### config.mk
export PLATFORM = sky130hd
export DESIGN_NAME = dest_drain_rr
export DESIGN_NICKNAME = d
export VERILOG_FILES = /design/src/rtl/dest_drain_rr.sv
export SDC_FILE = /design/constraint.sdc
export NUM_CORES = 1
export LEC_CHECK = 0
export CAP_MARGIN = 20
export CORE_MARGIN = 3
export CORE_UTILIZATION = 40
export DETAILED_ROUTE_END_ITERATION = 8
export PLACE_DENSITY_LB_ADDON = 0.08
export SKIP_CTS_REPAIR_TIMING = 1
export SLEW_MARGIN = 0
export SYNTH_ARGS = -nofsm -noshare
export SYNTH_HDL_FRONTEND = slang
export SYNTH_SLANG_ARGS = --single-unit
### constraint.sdc
create_clock -name clk -period 4.03 [get_ports clk]
set_input_delay 0.806 -clock clk [delete_from_list [all_inputs] [get_ports clk]]
set_output_delay 0.806 -clock clk [all_outputs]
set_load 0.005 [all_outputs]
### src/rtl/dest_drain_rr.sv
// Purpose : drains the D0/D1 destination FIFOs round-robin, checks each word's dest bit, merges into one stream.
// Latency : rd in cycle N, word captured end of N+1, out_valid in N+2; one word/cycle sustained.
// Backpr. : credit (occ + pend - pop < 2) stops reads once the 2-entry output buffer would overflow; no word lost.
// Ports   : clk/reset_L/init control; D*_empty, D*_data_out from FIFOs; D*_rd read strobes (combinational);
//           out_data/out_valid/out_src/out_ready merged stream; count_D*, error_dest, idle_out status (registered).
module dest_drain_rr #(
    parameter int BW = 6,
    parameter int CW = 8
) (
    input  logic          clk,
    input  logic          reset_L,
    input  logic          init,
    input  logic          D0_empty,
    input  logic          D1_empty,
    input  logic [BW-1:0] D0_data_out,
    input  logic [BW-1:0] D1_data_out,
    input  logic          out_ready,
    output logic          D0_rd,
    output logic          D1_rd,
    output logic [BW-1:0] out_data,
    output logic          out_valid,
    output logic          out_src,
    output logic [CW-1:0] count_D0,
    output logic [CW-1:0] count_D1,
    output logic          error_dest,
    output logic          idle_out
);

    typedef enum logic [1:0] {S_IDLE, S_ACTIVE, S_ERROR} state_t;

    state_t        state_q, state_d;
    logic [1:0]    occ_q, occ_d;
    logic [BW-1:0] head_dat_q, head_dat_d, tail_dat_q, tail_dat_d;
    logic          head_src_q, head_src_d, tail_src_q, tail_src_d;
    logic          pend_q, pend_src_q;
    logic          last_q, last_d;          // 1 = D1 was granted last
    logic [CW-1:0] cnt0_q, cnt0_d, cnt1_q, cnt1_d;
    logic          err_q, err_d;

    logic          pop, credit_ok, can_read, grant1;
    logic [BW-1:0] cap_dat;
    logic          cap_ok, push, mismatch;

    // ---------------- read issue (combinational) ----------------
    assign pop       = (occ_q != 2'd0) && out_ready;
    // occ + pend - pop < 2, rearranged to avoid a negative intermediate
    assign credit_ok = ({1'b0, occ_q} + {2'b00, pend_q}) < (3'd2 + {2'b00, pop});
    assign can_read  = (state_q != S_ERROR) && credit_ok;

    always_comb begin
        grant1 = 1'b0;
        if (!D0_empty && !D1_empty) grant1 = ~last_q;
        else                        grant1 = D0_empty;
    end

    assign D0_rd = can_read && !D0_empty && !grant1;
    assign D1_rd = can_read && !D1_empty &&  grant1;

    // ---------------- capture / check ----------------
    assign cap_dat  = pend_src_q ? D1_data_out : D0_data_out;
    assign cap_ok   = (cap_dat[BW-2] == pend_src_q);
    assign push     = pend_q && cap_ok;
    assign mismatch = pend_q && !cap_ok;

    // ---------------- output buffer next state ----------------
    always_comb begin
        occ_d      = occ_q;
        head_dat_d = head_dat_q;
        head_src_d = head_src_q;
        tail_dat_d = tail_dat_q;
        tail_src_d = tail_src_q;
        case ({push, pop})
            2'b10: begin
                if (occ_q == 2'd0) begin
                    head_dat_d = cap_dat;
                    head_src_d = pend_src_q;
                end else begin
                    tail_dat_d = cap_dat;
                    tail_src_d = pend_src_q;
                end
                occ_d = occ_q + 2'd1;
            end
            2'b01: begin
                if (occ_q == 2'd2) begin
                    head_dat_d = tail_dat_q;
                    head_src_d = tail_src_q;
                end
                occ_d = occ_q - 2'd1;
            end
            2'b11: begin
                // occupancy unchanged; new word lands behind whatever remains
                if (occ_q == 2'd1) begin
                    head_dat_d = cap_dat;
                    head_src_d = pend_src_q;
                end else begin
                    head_dat_d = tail_dat_q;
                    head_src_d = tail_src_q;
                    tail_dat_d = cap_dat;
                    tail_src_d = pend_src_q;
                end
            end
            default: ;
        endcase
    end

    // ---------------- counters, error flag, RR pointer ----------------
    always_comb begin
        cnt0_d = cnt0_q;
        cnt1_d = cnt1_q;
        err_d  = err_q;
        last_d = last_q;
        if (init) begin
            cnt0_d = '0;
            cnt1_d = '0;
            err_d  = 1'b0;
            last_d = 1'b1;
        end else begin
            if (push && !pend_src_q && (cnt0_q != {CW{1'b1}}))
                cnt0_d = cnt0_q + {{(CW-1){1'b0}}, 1'b1};
            if (push && pend_src_q && (cnt1_q != {CW{1'b1}}))
                cnt1_d = cnt1_q + {{(CW-1){1'b0}}, 1'b1};
            if (mismatch) err_d = 1'b1;
            if (D1_rd)      last_d = 1'b1;
            else if (D0_rd) last_d = 1'b0;
        end
    end

    // ---------------- FSM next state ----------------
    always_comb begin
        state_d = state_q;
        if (mismatch && !init && (state_q != S_ERROR)) begin
            state_d = S_ERROR;
        end else begin
            case (state_q)
                S_IDLE:   if (!D0_empty || !D1_empty) state_d = S_ACTIVE;
                S_ACTIVE: if (D0_empty && D1_empty && !pend_q && (occ_q == 2'd0))
                              state_d = S_IDLE;
                S_ERROR:  if (init) state_d = S_IDLE;
                default:  state_d = S_IDLE;
            endcase
        end
    end

    // ---------------- registers ----------------
    always_ff @(posedge clk or negedge reset_L) begin
        if (!reset_L) begin
            state_q    <= S_IDLE;
            occ_q      <= 2'd0;
            head_dat_q <= '0;
            head_src_q <= 1'b0;
            tail_dat_q <= '0;
            tail_src_q <= 1'b0;
            pend_q     <= 1'b0;
            pend_src_q <= 1'b0;
            last_q     <= 1'b1;
            cnt0_q     <= '0;
            cnt1_q     <= '0;
            err_q      <= 1'b0;
        end else begin
            state_q    <= state_d;
            occ_q      <= occ_d;
            head_dat_q <= head_dat_d;
            head_src_q <= head_src_d;
            tail_dat_q <= tail_dat_d;
            tail_src_q <= tail_src_d;
            pend_q     <= D0_rd || D1_rd;
            pend_src_q <= D1_rd;
            last_q     <= last_d;
            cnt0_q     <= cnt0_d;
            cnt1_q     <= cnt1_d;
            err_q      <= err_d;
        end
    end

    assign out_data   = head_dat_q;
    assign out_src    = head_src_q;
    assign out_valid  = (occ_q != 2'd0);
    assign count_D0   = cnt0_q;
    assign count_D1   = cnt1_q;
    assign error_dest = err_q;
    assign idle_out   = (state_q == S_IDLE);

endmodule

==> reports/results.ini <==
[power_and_ir_drop]
ir_drop_mv = 0.328
power_density_nw_per_um2 = 577
switching_share = 0.352
power.switching_w = 0.000529
seq_power_share = 0.393
internal-power_w = 0.000975
power_frac_clock = 0.179
leakage_nw = 1.11
p_comb_frac = 0.428

[final_layout]
layout-drive-gt1-share = 0.0607
antennaDiodeCount = 0
final_nets = 274
final.fill_count = 460
areaGrowthSynthToFinish_pct = 30.3
fin_cells = 314
multiInputGateArea_um2 = 995
final_cell_mix = 44 x clkdlybuf4s50_1, 37 x dfrtp_1, 25 x nor2_1, 15 x a21oi_1, 13 x nand2_1
seqCellArea_um2 = 952
final_common_cell = clkdlybuf4s50_1

[critical_path]
worstReg2RegEnd = tail_src_q
cpMaxStageDelayCell = clkdlybuf4s50_1
setup.worst_path.start_class = input pin
cpPeakStageDelay_ps = 540
path_common_cell = clkdlybuf4s50_1
worstSetupStartpoint = out_ready
path_max_fanout = 5
endpoint = D1_rd
worstSetupPathType = input pin to primary output
reg2reg_depth = 6
endpoint_kind = primary output
r2r_slack_ps = 1390
crit_path_cell_trace = clkdlybuf4s50_1 > nor3b_1 > o211ai_1 > nor3_1 > clkdlybuf4s50_1
crit_required_ps = 3220
r2r_start = pend_src_q
worst_ep_arrival_time_ps = 2450

[synthesis]
synth_edf_count = 0
synth_nets = 226
synth-seq-area-share = 0.476
yosysUniqueCellTypes = 42
synth.area.top_cells = dfrtp_1 46%, ha_1 6.3%, nor2_1 4.7%
syn_area_um2 = 2000
synth_seq_cells = 38
synth_top_area_frac = 0.463
synth_top_area_cell = dfrtp_1
yosys_warnings = 0
async_reset_ff_frac = 1.00
syn_inst = 198
synth.avg_cell_area_um2 = 10.1
synthFlopType = dfrtp_1

[placement]
place_inst = 306
dpl.hpwl_um = 3010
place_congestion = 0.727
io_buffers = 45

[clocking]
cts_buffers = 5
cts_max_level = 2
clk_pin_slew_ps = 70
cts_root_buf = clkbuf_8
clock_sinks = 38
cts_tree = yes
insertion_delay_ps = 280
cts_buffer_depth = 2

[global_routing]
grt_pass1_wl_um = 7460
antenna_found_initial = 0
grt.total_usage = 0.154
grt_max_degree = 39
grt_pass1_vias = 1564
gr-total-overflow = 0

[job]
maxCapViolCount = 0

[timing]
rsz0062_at_grt = no
hold_slack_ps = 472
maxSlewViolCount = 0
setup_viol = 0
relSlewSlack = 0.419
max_freq_mhz = 307
finalHoldViolations = 0
worstMarginPinSlew_ps = 868
period_minus_slack_ps = 3260
fin_crit_sh = 0.808
fin_skew_ps = 4.56
setup_tns_ps = 0

[route]
vias = 1577
ant_nets = 0
drt_pass1_iterations = 4
wl_per_cell_um = 13.0
routed_wl_um = 4090
drc_errors = 0
drt_iter0_markers = 68
viasPerCell = 5.02

[floorplanning]
die-area_um2 = 5890
core_area_um2 = 4790
die-height_um = 76.7
die_x_um = 76.7
rows = 25
io_pins = 46
initial_core_util = 0.418

[min_path]
hold_path_class = register to register
hold_depth = 1

[outcome]
status = finished, final reports clean

synth_stat cells (2+ instances only):
master      n
dfrtp_1    37
nor2_1     25
a21oi_1    15
nand2_1    13
ha_1       10
inv_1       9
mux2i_1     9
o21ai_0     9
a2bb2oi_1   6
xor2_1      6
o211ai_1    5
xnor2_1     5
nand2b_1    4
nand3_1     4
nor3_1      4
and2_1      3
clkbuf_1    3
a211oi_1    2
and3_1      2
buf_2       2
nand4_1     2
nor2b_1     2
o2111ai_1   2
routing by layer:
metal  GRT usage  vias to the layer above  routed length, um
li1            -                      805                  -
met1       0.211                      736               2030
met2       0.233                       30               1790
met3      0.0505                        6                230
met4      0.0380                        0                 40
met5           0                        -                  0
power groups by stage:
| stage | registers, W | clock network, W | logic, W |
|---|---|---|---|
| finish | 0.000592 | 0.000269 | 0.000644 |
| global placement | 0.000600 | 0 | 0.000647 |
| global route | 0.000615 | 0.000294 | 0.000750 |
| CTS | 0.000595 | 0.000280 | 0.000656 |
| floorplan | 0.000572 | 0 | 0.000426 |
| detailed placement | 0.000602 | 0 | 0.000652 |
kinds of logic (layout without fill, tap and decap cells):
group / count (synthesis) / after routing / share of synthesized area
simple gates: 66 / 66 / 0.167
compound gates: 49 / 49 / 0.169
flops: 38 / 38 / 0.476
buf+inv: 14 / 63 / 0.0275
xor+xnor: 11 / 11 / 0.0481
fa+ha+maj: 10 / 10 / 0.0625
mux: 10 / 10 / 0.0506
state kept, by name, indices dropped and copies added (netlist names), 2 cells and up:
signal      flops
out_data        6
tail_dat_q      6
count_D1        8
state_q         2
count_D0        8
occ_q           2
through the flow:
stage	util	worst slack (ps)	total power (W)	area [um2]
floorplan	-	1800	0.000998	2000
CTS	0.545	764	0.00153	2610
global route	0.545	619	0.00166	2610
finish	0.545	773	0.00150	2610
detailed placement	0.526	783	0.00125	2520
global placement	0.526	798	0.00125	2520
how the worst min path moves through the flow:
stage / start / endpoint / slack, ps
6_report: state_q[1] / state_q[0] / 470
2_1_floorplan: state_q[1] / state_q[0] / 430
3_5_place_dp: state_q[1] / state_q[0] / 460
4_1_cts: state_q[1] / state_q[0] / 470
5_1_grt: state_q[1] / state_q[0] / 500
3_3_place_gp: state_q[1] / state_q[0] / 450
cell type report:
type,instances,area share
clock buffer,7,0.0331
clock inverter,1,0.00192
inverter,9,0.0129
multi-input combinational,146,0.381
sequential,38,0.365
tap,67,0.0321
timing repair buffer,46,0.174
worst max-delay path, delay by kind of cell:
family          cells  cell delay (ps)
compound gates      1              180
simple gates        2              440
buf+inv             2             1020
Note: power is estimated with default switching activity, not from simulation.
